[src/rtl/mult_pipe_chain_pkg.sv]
// Shared constants and packed stage-word layout for mult_pipe_chain.
// Stage word is {pc, instr, we, addr, data}, with data in the LSBs.
package mult_pipe_chain_pkg;

    localparam int MULT_PIPE_MAX_STAGES = 8;
    localparam int OCC_W = $clog2(MULT_PIPE_MAX_STAGES + 1);

    function automatic int addr_lsb(input int dw);
        return dw;
    endfunction

    function automatic int we_bit(input int dw, input int aw);
        return dw + aw;
    endfunction

    function automatic int instr_lsb(input int dw, input int aw);
        return dw + aw + 1;
    endfunction

    function automatic int pc_lsb(input int dw, input int aw);
        return 2 * dw + aw + 1;
    endfunction

    function automatic int payload_w(input int dw, input int aw);
        return 3 * dw + aw + 1;
    endfunction

endpackage

[src/rtl/mult_pipe_chain_stage.sv]
// One multiplier pipeline stage: valid bit plus packed payload word.
// Flush beats stall; an asynchronous reset clears both.
module mult_pipe_chain_stage #(
    parameter int W = 32
) (
    input  logic         clk,
    input  logic         rst,
    input  logic         stall,
    input  logic         flush,
    input  logic         in_valid,
    input  logic [W-1:0] in_word,
    output logic         valid,
    output logic [W-1:0] word
);

    always_ff @(posedge clk or posedge rst) begin
        if (rst) begin
            valid <= 1'b0;
            word  <= '0;
        end else if (flush) begin
            valid <= 1'b0;
            word  <= '0;
        end else if (!stall) begin
            valid <= in_valid;
            word  <= in_word;
        end
    end

endmodule

[src/rtl/mult_pipe_chain.sv]
// STAGES-deep multiplier result chain with stall, flush and occupancy.
// Define MULT_PIPE_HAZARD_EN to add the rs1/rs2 in-flight write probe.
module mult_pipe_chain
    import mult_pipe_chain_pkg::*;
#(
    parameter int DATA_W = 32,
    parameter int ADDR_W = 5,
    parameter int STAGES = 4
) (
    input  logic              clk_i,
    input  logic              rsn_i,
    input  logic              stall_i,
    input  logic              flush_i,
    input  logic              in_valid_i,
    output logic              in_ready_o,
    input  logic [DATA_W-1:0] in_data_i,
    input  logic [ADDR_W-1:0] in_addr_i,
    input  logic              in_we_i,
    input  logic [DATA_W-1:0] in_instr_i,
    input  logic [DATA_W-1:0] in_pc_i,
    output logic              out_valid_o,
    output logic [DATA_W-1:0] out_data_o,
    output logic [ADDR_W-1:0] out_addr_o,
    output logic              out_we_o,
    output logic [DATA_W-1:0] out_instr_o,
    output logic [DATA_W-1:0] out_pc_o,
`ifdef MULT_PIPE_HAZARD_EN
    output logic [OCC_W-1:0]  occupancy_o,
    input  logic [ADDR_W-1:0] rs1_addr_i,
    input  logic [ADDR_W-1:0] rs2_addr_i,
    output logic              hazard_o
`else
    output logic [OCC_W-1:0]  occupancy_o
`endif
);

    localparam int PW    = payload_w(DATA_W, ADDR_W);
    localparam int A_LSB = addr_lsb(DATA_W);
    localparam int WE_B  = we_bit(DATA_W, ADDR_W);
    localparam int I_LSB = instr_lsb(DATA_W, ADDR_W);
    localparam int P_LSB = pc_lsb(DATA_W, ADDR_W);

    logic [STAGES-1:0] valid;
    logic [PW-1:0]     word [STAGES];
    logic [PW-1:0]     in_word;
    logic [PW-1:0]     last;
    logic              last_v;
    logic [OCC_W-1:0]  occ;

    assign in_word = {in_pc_i, in_instr_i, in_we_i, in_addr_i, in_data_i};

    genvar k;
    generate
        for (k = 0; k < STAGES; k++) begin : g_stage
            if (k == 0) begin : g_head
                mult_pipe_chain_stage #(.W(PW)) u_stage (
                    .clk      (clk_i),
                    .rst      (rsn_i),
                    .stall    (stall_i),
                    .flush    (flush_i),
                    .in_valid (in_valid_i),
                    .in_word  (in_word),
                    .valid    (valid[k]),
                    .word     (word[k])
                );
            end else begin : g_body
                mult_pipe_chain_stage #(.W(PW)) u_stage (
                    .clk      (clk_i),
                    .rst      (rsn_i),
                    .stall    (stall_i),
                    .flush    (flush_i),
                    .in_valid (valid[k-1]),
                    .in_word  (word[k-1]),
                    .valid    (valid[k]),
                    .word     (word[k])
                );
            end
        end
    endgenerate

    // Bubbles count as zero in the in/out terms, so occ tracks valid bits.
    always_ff @(posedge clk_i or posedge rsn_i) begin
        if (rsn_i) begin
            occ <= '0;
        end else if (flush_i) begin
            occ <= '0;
        end else if (!stall_i) begin
            occ <= occ + OCC_W'(in_valid_i) - OCC_W'(valid[STAGES-1]);
        end
    end

    assign occupancy_o = occ;
    assign in_ready_o  = !stall_i && !rsn_i;

    assign last_v      = valid[STAGES-1];
    assign last        = word[STAGES-1];
    assign out_valid_o = last_v;
    assign out_data_o  = last_v ? last[DATA_W-1:0]        : '0;
    assign out_addr_o  = last_v ? last[A_LSB +: ADDR_W]   : '0;
    assign out_we_o    = last_v & last[WE_B];
    assign out_instr_o = last_v ? last[I_LSB +: DATA_W]   : '0;
    assign out_pc_o    = last_v ? last[P_LSB +: DATA_W]   : '0;

`ifdef MULT_PIPE_HAZARD_EN
    logic [ADDR_W-1:0] st_addr;

    always_comb begin
        hazard_o = 1'b0;
        st_addr  = '0;
        for (int i = 0; i < STAGES; i++) begin
            st_addr = word[i][A_LSB +: ADDR_W];
            if (valid[i] && word[i][WE_B]) begin
                if ((rs1_addr_i != '0) && (st_addr == rs1_addr_i))
                    hazard_o = 1'b1;
                if ((rs2_addr_i != '0) && (st_addr == rs2_addr_i))
                    hazard_o = 1'b1;
            end
        end
    end
`endif

endmodule

[config.mk]
export PLATFORM = sky130hd
export DESIGN_NAME = mult_pipe_chain
export DESIGN_NICKNAME = d
export VERILOG_FILES = /design/src/rtl/mult_pipe_chain_pkg.sv /design/src/rtl/mult_pipe_chain_stage.sv /design/src/rtl/mult_pipe_chain.sv
export SDC_FILE = /design/constraint.sdc
export NUM_CORES = 1
export LEC_CHECK = 0
export ABC_AREA = 1
export CAP_MARGIN = 20
export CORE_UTILIZATION = 56
export CTS_BUF_LIST = sky130_fd_sc_hd__clkbuf_16
export CTS_CLUSTER_DIAMETER = 100
export DETAILED_ROUTE_END_ITERATION = 16
export PLACE_DENSITY = 0.83
export REMOVE_ABC_BUFFERS = 1
export SYNTH_ARGS = -nofsm -noshare
export SYNTH_HDL_FRONTEND = slang
export SYNTH_HIERARCHICAL = 1
export SYNTH_SLANG_ARGS = --single-unit
[constraint.sdc]
create_clock -name clk_i -period 4.4 [get_ports clk_i]
set_input_delay 0.88 -clock clk_i [delete_from_list [all_inputs] [get_ports clk_i]]
set_output_delay 0.88 -clock clk_i [all_outputs]
set_load 0.01 [all_outputs]
Word level (Yosys, flattened, before mapping)
Index checks and enable logic that the tools add are counted.
{"block": "word_totals", "ff_bits": 416}
{"block": "op_classes", "addsub": 2, "n_bitwise": 1, "n_eq_ne": 1, "muxes": 22, "reduce_logical": 3}
{"cell": "2-to-1 mux 102 bit", "n": 8}
{"cell": "2-to-1 mux 32 bit", "n": 3}
{"cell": "2-to-1 mux 1 bit", "n": 8}
{"cell": "2-to-1 mux 4 bit", "n": 2}
{"cell": "2-to-1 mux 5 bit", "n": 1}
{"cell": "adder 4 x 1 -> 4 bit", "n": 1}
{"cell": "subtractor 4 x 1 -> 4 bit", "n": 1}
{"cell": "zero test 1 bit", "n": 2}
{"cell": "!= test 2 x 1 -> 1 bit, second input constant", "n": 1}
{"cell": "bitwise AND 1 bit", "n": 1}
{"cell": "logical AND 1 bit", "n": 1}

Logic depth before layout (Yosys ltp)
{"block": "depth", "ltp_word": 4, "ltp_mapped": 10, "depth_no_buf": 10}

Hierarchy
The synthesis kept the hierarchy.
{"mod": "mult_pipe_chain_stage", "instances": 4, "cells_per_inst": 449, "area_each_um2": 4080.2}
{"mod": "mult_pipe_chain", "instances": 1, "cells_per_inst": 255, "area_each_um2": 1178.6}

Worst setup path after synthesis
No wires, ideal clock.
{"block": "synth_path", "path_type": "input port to output port", "start": "input port rsn_i", "end": "output port in_ready_o", "cell_stages": 1, "arrival_time_ns": 1.049, "required_ns": 3.520, "slack_ns": 2.471, "path_cell_list": "nor2_1"}
{"block": "synth_via", "elab_chain_len": 2}
{"element": "start, declared", "line_no": "mult_pipe_chain.sv:11", "rtl": "input logic rsn_i,"}
{"element": "zero test 1 bit", "line_no": "mult_pipe_chain.sv:93", "rtl": "assign in_ready_o = !stall_i && !rsn_i;"}
{"element": "logical AND 1 bit", "line_no": "mult_pipe_chain.sv:93"}
{"element": "end, declared", "line_no": "mult_pipe_chain.sv:15", "rtl": "output logic in_ready_o,"}
No other way between the ends.

Worst setup path in the final report
{"block": "layout_path", "start": "register g_stage[3].g_body.u_stage.valid", "end": "output port out_instr_o[27]"}
{"block": "layout_via", "elab_chain_len": 1}
{"element": "start, declared", "line_no": "mult_pipe_chain_stage.sv:12", "rtl": "output logic valid,"}
{"element": "start signal, assigned", "line_no": "mult_pipe_chain_stage.sv:24", "rtl": "valid <= in_valid;"}
{"element": "2-to-1 mux 32 bit", "line_no": "mult_pipe_chain.sv:101", "rtl": "assign out_instr_o = last_v ? last[I_LSB +: DATA_W] : '0;"}
{"element": "end, declared", "line_no": "mult_pipe_chain.sv:25", "rtl": "output logic [DATA_W-1:0] out_instr_o,"}
No other way between the ends.

==> flow_metrics.py <==
metrics = {
    "clock_tree": {
        "cts_buffers": 42,
        "clk-insertion-delay-late_ps": 520,
        "postCtsHoldBufs": 0,
        "clk_path_buf_depth": 3,
        "cts_tree": "done",
        "htree_levels": 2,
        "path_clk_slew_ps": 60,
        "clock-sinks": 416,
        "cts_root_buffer": "clkbuf_16",
        "cts_setup_buffers": 0,
        "cts_resized": 0,
    },
    "timing": {
        "setup_ws_ps": 829,
        "maxSlewHeadroom_pct": 32.3,
        "setup_viol": 0,
        "finalCriticalPeriod_ps": 3570,
        "tns_ps": 0,
        "rsz0062_at_grt": "false",
        "fmax_mhz": 280,
        "tightest_slew_ps": 1020,
        "hold_violations": 0,
        "post-route-period-util_pct": 81.2,
        "clock_skew_ps": 10.2,
        "drv_slew": 0,
    },
    "worst_setup_path": {
        "cp-endpoint": "out_instr_o[27]",
        "r2r_cells": 6,
        "crit_type": "register to primary output",
        "reg2reg_to": "occupancy_o[2]",
        "crit_chain": "buf_4 -> nand2_1 -> inv_1 -> clkdlybuf4s50_1",
        "worst-r2r-setup-slack_ps": 2020,
        "r2r_start": "g_stage[3].g_body.u_stage/valid",
        "cp_slowest_cell": "dfrtp_4",
        "required_ps": 3520,
        "crit_path_end_kind": "primary output",
        "crit_path_start": "g_stage[3].g_body.u_stage/valid",
        "crit_arrival_ps": 2690,
        "start_kind": "register",
        "max_stage_delay_ps": 1080,
        "path_max_fanout": 82,
    },
    "synthesis": {
        "synth_top_area_share_pct": 59.5,
        "synth_cell_type_count": 18,
        "ys_async_sr_fraction_pct": 100,
        "ys_ff_latch": 416,
        "seq_area_frac_synth_pct": 59.5,
        "synth_edf_count": 0,
        "synth_top_flop_cell": "dfrtp_1",
        "synthTopCellsByArea": "dfrtp_1 (59%), nand2_1 (20%), nand3_1 (12%)",
        "syn_area_mm2": 0.0175,
        "yosysMostFrequentCell": "nand2_1",
        "synth_common_cells": "nand2_1 (937), dfrtp_1 (416), nand3_1 (415), inv_1 (115), buf_2 (62)",
        "yosysWarnings": 6,
        "postSynthCellCount": 2051,
        "yosysTopAreaCell": "dfrtp_1",
        "syn-mean-instance-area_um2": 8.53,
    },
    "placed_design": {
        "portBuffers": 214,
        "globalplace.congestion": 0.797,
        "place_hpwl_um": 24100,
        "pre_cts_ws_ps": 1250,
        "place_inst": 2538,
    },
    "floorplanning": {
        "rows": 64,
        "die_area_mm2": 0.0320,
        "coreArea_mm2": 0.0307,
        "die_y_um": 179,
        "die_x_um": 179,
        "initial_core_util_pct": 57.1,
        "ioPinCount": 215,
    },
    "power_and_ir_drop": {
        "vdd_drop_max_mv": 0.282,
        "power_density_mw_per_mm2": 377,
        "seqPwrFrac_pct": 50.8,
        "p_int_mw": 6.00,
        "sw_frac_of_total_pct": 23.7,
        "pwr-share-comb_pct": 6.9,
        "power_mw": 7.86,
        "power_frac_clock_pct": 42.3,
        "power_switching_mw": 1.86,
        "p_leak_nw": 11.9,
    },
    "final_layout": {
        "antenna_cells": 0,
        "syn_to_final_growth_pct": 19.0,
        "utilization_pct": 67.9,
        "stdcell_count": 2614,
        "drive_gt1_share_pct": 4.10,
        "fin_nets": 2298,
        "fillers": 2386,
    },
    "detailed_routing": {
        "dr.pass1.iters": 6,
        "vias": 14188,
        "drtIter0Drc": 1452,
        "antenna_left": 0,
        "drc": 0,
        "vias_per_cell": 5.43,
        "routed_wl_um": 43100,
        "wl_per_cell_um": 16.5,
    },
    "grt": {
        "antenna_found_initial": 0,
        "grt_max_degree": 199,
        "grt_pass1_vias": 14005,
        "grt_usage_pct": 27.5,
        "grt.overflow.total": 0,
        "grt_first_pass_wirelength_um": 69400,
    },
    "hold_path": {
        "hold_path_class": "register to register",
    },
    "flow_run": {
        "maxCapViolations": 0,
    },
    "run_status": {
        "outcome": "finished clean",
    },
}
==> cells by family after synthesis <==
family          after synthesis  share of synthesized area (%)
simple gates               1360                           32.3
flops                       416                           59.5
buf+inv                     266                           7.63
fa+ha+maj                     5                          0.400
compound gates                3                          0.107
xor+xnor                      1                         0.0501
==> worst max-delay path, delay by kind of cell (launching register included) <==
kind	cells	cell delay (ps)
AND/OR/NAND/NOR	1	90
buffers and inverters	3	990
flip-flops	1	1080
==> routing by layer <==
metal	share of wire [%]	track usage [%]	routed length [um]	vias up
met5	0	0	0	-
met4	3.4	10.7	1460	0
met3	6.4	3.54	2750	110
met2	50	47.5	21600	586
met1	40	35.3	17300	6836
li1	-	-	-	6656
==> state kept, by name, indices dropped and copies added (netlist names) <==
| signal | flops |
|---|---|
| occupancy_o | 4 |
| g_stage.g_body.u_stage/valid | 3 |
| g_stage.g_head.u_stage/word | 102 |
| g_stage.g_head.u_stage/valid | 1 |
| g_stage.g_body.u_stage/word | 306 |
==> per-stage QoR <==
step / instance area, um2 / hold slack, ps
2_1_floorplan: 16600 / 443
3_3_place_gp: 19500 / 448
4_1_cts: 20800 / 465
6_report: 20800 / 464
3_5_place_dp: 19500 / 452
5_1_grt: 20800 / 486
==> power groups by stage <==
stage	registers [mW]	logic, mW	clock network, mW
floorplan	4.05	0.236	0
finish	4.00	0.541	3.32
CTS	3.99	0.547	3.38
global route	4.00	0.599	3.53
detailed placement	4.06	0.545	0
global placement	4.06	0.534	0
==> worst min path at each step <==
stage                                                  start                                  to  slack (ps)  cells after the start
after detailed placement  g_stage[1].g_body.u_stage/word[17]  g_stage[2].g_body.u_stage/word[17]         450                      2
after floorplan              g_stage[0].g_head.u_stage/valid     g_stage[1].g_body.u_stage/valid         440                      2
final                     g_stage[1].g_body.u_stage/word[41]  g_stage[2].g_body.u_stage/word[41]         460                      2
after global routing      g_stage[1].g_body.u_stage/word[46]  g_stage[2].g_body.u_stage/word[46]         490                      2
after CTS                  g_stage[0].g_head.u_stage/word[8]   g_stage[1].g_body.u_stage/word[8]         460                      2
after global placement    g_stage[1].g_body.u_stage/word[81]  g_stage[2].g_body.u_stage/word[81]         450                      2
==> final cells by class <==
class	count	area [um2]	share of cell area [%]
Clock buffer	45	1130	5.41
Tap cell	396	495	2.38
Sequential cell	416	10400	50.0
Timing Repair Buffer	238	2410	11.6
Multi-Input combinational cell	1369	5750	27.6
Inverter	119	462	2.22
Clock inverter	31	158	0.757
==> cells in the final DEF (no fill, tap or decap), types with 7 or more instances in the layout <==
cell / synthesis / routed
buf_4: 53 / 17
clkinv_1: 0 / 11
inv_1: 115 / 123
clkinv_2: 0 / 10
buf_12: 0 / 7
nand3_1: 415 / 415
nand2_1: 937 / 937
clkdlybuf4s50_1: 0 / 213
clkbuf_16: 0 / 45
dfrtp_1: 416 / 415
No activity file was read; power rests on OpenSTA's default activity.
